File: config.mk
export PLATFORM = sky130hd
export DESIGN_NAME = adder_frame_sequencer
export DESIGN_NICKNAME = d
export VERILOG_FILES = /design/src/rtl/adder_frame_sequencer.sv
export SDC_FILE = /design/constraint.sdc
export NUM_CORES = 1
export LEC_CHECK = 0
export CAP_MARGIN = 20
export CORE_MARGIN = 10
export CORE_UTILIZATION = 47
export CTS_CLUSTER_DIAMETER = 150
export CTS_CLUSTER_SIZE = 28
export DETAILED_ROUTE_END_ITERATION = 8
export PLACE_DENSITY = 0.87
export SKIP_CTS_REPAIR_TIMING = 1
export SYNTH_ARGS = -nofsm -noshare
export SYNTH_HDL_FRONTEND = slang
export SYNTH_SLANG_ARGS = --single-unit
File: constraint.sdc
create_clock -name sys_clk -period 2.3 [get_ports sys_clk]
set_input_delay 0.69 -clock sys_clk [delete_from_list [all_inputs] [get_ports sys_clk]]
set_output_delay 0.69 -clock sys_clk [all_outputs]
set_load 0.01 [all_outputs]
File: src/rtl/adder_frame_sequencer.sv
// adder_frame_sequencer: collects a 2*WIDTH/8-byte RX frame into operands A/B,
// launches one add/sub on the external adder, then streams the WIDTH-bit
// result to the UART TX, MSB byte first.
// Optional feature macro: RX_TIMEOUT_EN (abandons a stalled partial frame).
// WIDTH must be a multiple of 8 and at least 16.
module adder_frame_sequencer #(
  parameter int WIDTH          = 32,
  parameter int TIMEOUT_CYCLES = 200_000
) (
  input  logic             sys_clk,
  input  logic             rst,
  input  logic             sub,
  input  logic [7:0]       rx_byte,
  input  logic             rx_valid,
  output logic [WIDTH-1:0] add_a,
  output logic [WIDTH-1:0] add_b,
  output logic             add_sub,
  output logic             add_start,
  input  logic [WIDTH-1:0] add_sum,
  input  logic             add_cout,
  input  logic             add_done,
  output logic [7:0]       tx_byte,
  output logic             tx_valid,
  input  logic             tx_ready,
  output logic             cout,
  output logic             rx_status,
  output logic             tx_status,
  output logic             rx_overrun,
  output logic             rx_timeout
);

  localparam int unsigned NBYTES = 2 * WIDTH / 8;
  localparam int unsigned RBYTES = WIDTH / 8;
  localparam int unsigned CW     = $clog2(NBYTES);
  localparam int unsigned TW     = (RBYTES > 1) ? $clog2(RBYTES) : 1;

  typedef enum logic [1:0] {COLLECT, LAUNCH, WAIT_ADD, TX} state_t;

  state_t           state;
  logic [CW-1:0]    count;
  logic [TW-1:0]    tx_idx;
  logic [WIDTH-1:0] result;
  logic             expire;

`ifdef RX_TIMEOUT_EN
  localparam int unsigned IW = $clog2(TIMEOUT_CYCLES);
  logic [IW-1:0] idle;

  // RX silence counter, only running while a partial frame is held
  always_ff @(posedge sys_clk) begin
    if (rst || state != COLLECT || rx_valid || count == '0 || expire)
      idle <= '0;
    else
      idle <= idle + 1'b1;
  end

  always_comb begin
    expire = (state == COLLECT) && (count != '0) && (idle == IW'(TIMEOUT_CYCLES - 1));
  end
`else
  assign expire = 1'b0;
`endif

  // Frame sequencer: collect, launch, wait for adder, transmit result
  always_ff @(posedge sys_clk) begin
    if (rst) begin
      state      <= COLLECT;
      count      <= '0;
      tx_idx     <= '0;
      result     <= '0;
      add_a      <= '0;
      add_b      <= '0;
      add_sub    <= 1'b0;
      add_start  <= 1'b0;
      tx_byte    <= '0;
      tx_valid   <= 1'b0;
      cout       <= 1'b0;
      rx_status  <= 1'b0;
      tx_status  <= 1'b0;
      rx_overrun <= 1'b0;
      rx_timeout <= 1'b0;
    end else begin
      add_start  <= 1'b0;
      rx_timeout <= 1'b0;
      rx_overrun <= rx_valid && (state != COLLECT);
      case (state)
        COLLECT: begin
          if (rx_valid) begin
            {add_a, add_b} <= {add_a[WIDTH-9:0], add_b, rx_byte};
            if (expire) begin
              // byte arriving on the expiry cycle starts a fresh frame
              count      <= CW'(1);
              rx_status  <= 1'b1;
              rx_timeout <= 1'b1;
            end else if (count == CW'(NBYTES - 1)) begin
              count     <= '0;
              add_sub   <= sub;
              add_start <= 1'b1;
              rx_status <= 1'b0;
              tx_status <= 1'b1;
              state     <= LAUNCH;
            end else begin
              count     <= count + 1'b1;
              rx_status <= 1'b1;
            end
          end else if (expire) begin
            count      <= '0;
            rx_status  <= 1'b0;
            rx_timeout <= 1'b1;
          end
        end
        LAUNCH: begin
          state <= WAIT_ADD;
        end
        WAIT_ADD: begin
          if (add_done) begin
            result   <= add_sum;
            cout     <= add_cout;
            tx_byte  <= add_sum[WIDTH-1 -: 8];
            tx_valid <= 1'b1;
            tx_idx   <= '0;
            state    <= TX;
          end
        end
        TX: begin
          if (tx_ready) begin
            if (tx_idx == TW'(RBYTES - 1)) begin
              tx_valid  <= 1'b0;
              tx_status <= 1'b0;
              state     <= COLLECT;
            end else begin
              // result is shifted so the next byte always sits just below the top byte
              tx_idx  <= tx_idx + 1'b1;
              tx_byte <= result[WIDTH-9 -: 8];
              result  <= {result[WIDTH-9:0], 8'h00};
            end
          end
        end
        default: state <= COLLECT;
      endcase
    end
  end

endmodule

# Word-level counts from Yosys, hierarchy flattened

Index checks and enable logic that the tools add are counted.

$add $sub $neg: 2
Equality and inequality tests: 11
Multiplexer cells: 28
Bitwise logic cells: 2
Reduce and logical (&&, ||, !) cells: 13

Operators with widths:

| cell                                                             | count |
|---|---|
| 24-bit 2-to-1 mux                                                | 3 |
| 24-bit case mux with 2 select lines                              | 1 |
| 8-bit 2-to-1 mux                                                 | 3 |
| 2-bit 2-to-1 mux                                                 | 8 |
| 8-bit case mux with 2 select lines                               | 1 |
| 2-bit inequality test (second input constant)                    | 6 |
| 5-bit AND reduction                                              | 2 |
| 2-bit case mux with 4 select lines                               | 1 |
| 4-bit AND reduction                                              | 2 |
| 1-bit 2-to-1 mux                                                 | 7 |
| 2-bit == test (second input constant)                            | 3 |
| 2-bit nonzero test                                               | 3 |
| 1-bit case mux with 2 select lines                               | 2 |
| 2-bit case mux with 2 select lines                               | 1 |
| 2-bit AND reduction                                              | 2 |
| 3-bit by 1-bit adder with 3-bit output (second input constant)   | 1 |
| 3-bit == test (second input constant)                            | 1 |
| 3-bit 2-to-1 mux                                                 | 1 |
| 3-bit AND reduction                                              | 1 |
| 3-bit OR reduction                                               | 1 |
| 2-bit by 1-bit adder with 2-bit output (second input constant)   | 1 |
| 2-bit by 1-bit == test with 1-bit output (second input constant) | 1 |
| 2-bit zero test                                                  | 1 |
| 1-bit NOT                                                        | 2 |
| 1-bit logical AND                                                | 1 |

Register bits after elaboration: 110
Bits of input ports: 47
Output and inout bits: 80
Logic and storage cells: 70

# Logic depth before layout (Yosys ltp)

Word-level depth: 4
Mapped depth: 8

# Worst setup path after synthesis

Ideal clock, no wire load.

Path kind: register -> register
Start point: register state[1]
End point: register result[10]
Library setup time: 0.146 ns
Arrival: 1.525 ns
Slack: 0.628 ns
Cell stages (with the launch flop): 7
Cells stage by stage: dfxtp_1 > ha_1 > buf_2 > buf_2 > mux2_1 > a211oi_1 > a211oi_2

Longest elaborated chain between the ends: 3

Ends and longest elaborated chain:

| what                                                                         | line | source |
|---|---|---|
| start, declared                                                              | 39   | `state_t state;` |
| start signal, assigned                                                       | 67   | `state <= COLLECT;` |
| start signal, assigned                                                       | 101  | `state <= LAUNCH;` |
| start signal, assigned                                                       | 113  | `state <= WAIT_ADD;` |
| 2-bit == test                                                                | 86   | `case (state)` |
| 2-bit inequality test (no line) / 2-bit nonzero test (equally long branches) | -    |  |
| 4-bit AND reduction (no line)                                                | -    |  |
| end signal, assigned                                                         | 117  | `result <= add_sum;` |
| end signal, assigned                                                         | 135  | `result <= {result[WIDTH-9:0], 8'h00};` |
| end, declared                                                                | 42   | `logic [WIDTH-1:0] result;` |

Parallel ways exist; a longest one is shown, timed or not.
A chain may end at the register's enable or synchronous reset.

# Worst setup path in the final report

Start point: register add_a[9]
End point: output port add_a[9]

RTL lines:

| what                   | line | source |
|---|---|---|
| start, declared        | 15   | `output logic [WIDTH-1:0] add_a,` |
| start signal, assigned | 89   | `{add_a, add_b} <= {add_a[WIDTH-9:0], add_b, rx_byte};` |

No word-level cell between the ends.

==> impl_metrics.ini <==
[outcome]
status = finished, final reports clean

[hold_path]
hp-class = reg2reg

[detailed_routing]
antenna_left = 0
dr.pass1.iters = 5
wirelength_um = 11900
drc_errors = 0
vias = 3956
drtIter0Drc = 261
avgViaCountPerCell = 5.11
wl_per_cell_um = 15.3

[synthesis]
syn_nets = 587
yosysTopAreaCell = dfxtp_1
yosysSeqAreaShare_pct = 47.1
synth-seq-cells = 110
synthTopCellsByCount = nand2_1 (139), dfxtp_1 (110), a21oi_1 (70)
avgSynthCellArea_um2 = 8.78
synth.distinct_cells = 32
netlist_instances = 532
synthMostInstantiatedCell = nand2_1
synth.area.top_cells = dfxtp_1 (47%), nand2_1 (11%), a21oi_1 (7.5%), a211oi_2 (5.6%), mux2_1 (4.8%)
synth_top_cell_area_share_pct = 47.1
ys_warn_count = 0
synth_area_um2 = 4670
synth_flop_cell = dfxtp_1
async_flop_share_pct = 0
synth_edf_count = 0

[power]
leakage_nw = 2.06
power_frac_comb_pct = 18.0
swShare_pct = 29.3
power_mw = 3.86
power.internal_mw = 2.73
p_switching_mw = 1.13
seqPwrFrac_pct = 52.7
p_per_area_nw_per_um2 = 618
vdd_ir_drop_max_mv = 0.446
clkPwrFrac_pct = 29.3

[clock_tree]
htreeDepth = 3
insertion_delay_ps = 360
root_buffer = clkbuf_8
numCtsBuffers = 9
clk_pin_slew_worst_paths_ps = 120
cts.sinks = 110
cts_tree = yes
clk_path_buf_depth = 2

[critical_path]
crit_required_ps = 1610
cp_top_family = buffers and inverters
critPathCaptureType = output pin
critPathMaxStageDelay_ps = 560
path_class = reg2out
cp_slowest_cell = clkdlybuf4s50_1
arrival_ps = 1330
crit_chain = clkdlybuf4s50_1
critPathBufInv = 1
start_kind = flop
path_max_fanout = 3

[sta]
finalCritPeriodShare_pct = 87.8
drv_slew = 0
fin_tns_setup_ps = 0
min_period_ps = 2020
whs_ps = 457
rsz0062_at_grt = false
finalSetupViolCount = 0
slew-limit-headroom_pct = 59.3
finalHoldViolations = 0
tightest_slew_ps = 610
timing.fmax_mhz = 495
clock_skew_ps = 22.7

[final_layout]
finish.instance_area_um2 = 6240
insertedDiodeCount = 0
finalNetCount = 691
fill_cells = 821
drive_gt1_share_pct = 9.20
area_delta_synth_final_pct = 33.6

[place]
dp_hpwl_um = 8720
io_buffers = 125
place_congestion = 0.795
dpl_cell_area_um2 = 6040

[floorplanning]
fp.dieW_um = 120
std_cell_rows = 36
die_h_um = 120
dieArea_um2 = 14300
io_pins = 127
fp.coreArea_um2 = 9730
initial_core_util_pct = 48.0

[grt]
grtUsageMet1_pct = 18.3
antenna_found_initial = 0
grt_max_degree = 67
grtUsageMet2_pct = 27.8
top_usage_layer = met2
grt.overflow.total = 0
grt_pass1_vias = 3951
grt_pass1_wl_um = 19400
grtUsageTotal_pct = 16.0
met3_usage_pct = 3.94

[flow_run]
maxCapViolCount = 0
## path summary, 6_finish.rpt
path / slack [ps] / from / depth (start not counted) / end
hold / removal: 460 / add_a[19] / 2 / add_a[27]
hold reg to reg: 460 / add_a[19] / 2 / add_a[27]
setup / recovery: 280 / add_a[9] / 1 / add_a[9]
setup reg to reg: 490 / state[0] / 6 / result[17]
## power groups by stage
stage               registers (mW)  logic (mW)  clock network (mW)
finish                        2.03       0.696                1.13
global route                  2.05       0.763                1.24
CTS                           2.03       0.704                1.16
detailed placement            2.08       0.702                   0
global placement              2.07       0.683                   0
floorplan                     2.09       0.397                   0
## cell usage in the layout (no fill, tap or decap), drive strengths merged, types with 7 or more instances in the layout
cell type / instances
a211oi: 49
a21oi: 70
buf: 13
clkbuf: 9
clkdlybuf4s50: 124
dfxtp: 110
ha: 8
inv: 31
mux2: 24
mux2i: 12
nand2: 139
nand2b: 13
nor2: 7
or3b: 8
## metrics by stage
step	utilization [%]	instances	setup slack, ps
after floorplan	-	532	628
after global placement	62.1	758	193
after detailed placement	62.1	758	97.7
after CTS	64.1	774	257
after global routing	64.1	774	220
final	64.1	774	280
## flip-flops by register name, summed over array words and instances (netlist names)
register,flops
cout,1
add_a,32
add_sub,1
tx_status,1
add_start,1
rx_overrun,1
result,24
rx_status,1
tx_byte,8
tx_idx,2
add_b,32
tx_valid,1
state,2
count,3
## final cells by class
| cell class | count | area, µm² | area share, % |
|---|---|---|---|
| Tap cell | 133 | 166 | 2.67 |
| Clock buffer | 9 | 124 | 1.99 |
| Clock inverter | 7 | 75.1 | 1.20 |
| Multi-Input combinational cell | 350 | 2170 | 34.7 |
| Inverter | 28 | 105 | 1.68 |
| Sequential cell | 110 | 2200 | 35.3 |
| Timing Repair Buffer | 137 | 1400 | 22.5 |
## kinds of logic after synthesis
| group | share of synthesized area [%] |
|---|---|
| and+or+nand+nor | 16.8 |
| AOI/OAI and AO/OA | 18.9 |
| DFF | 47.1 |
| buffers and inverters | 6.62 |
| muxes | 8.36 |
| adders and majority gates | 2.14 |
| other | 0.0803 |
## layer usage
metal | vias up | wire length (µm)
met5 | - | 0
met4 | 0 | 335
met3 | 20 | 573
met2 | 91 | 5930
met1 | 1858 | 5040
li1 | 1987 | -
Note: power is estimated with default switching activity, not from simulation.
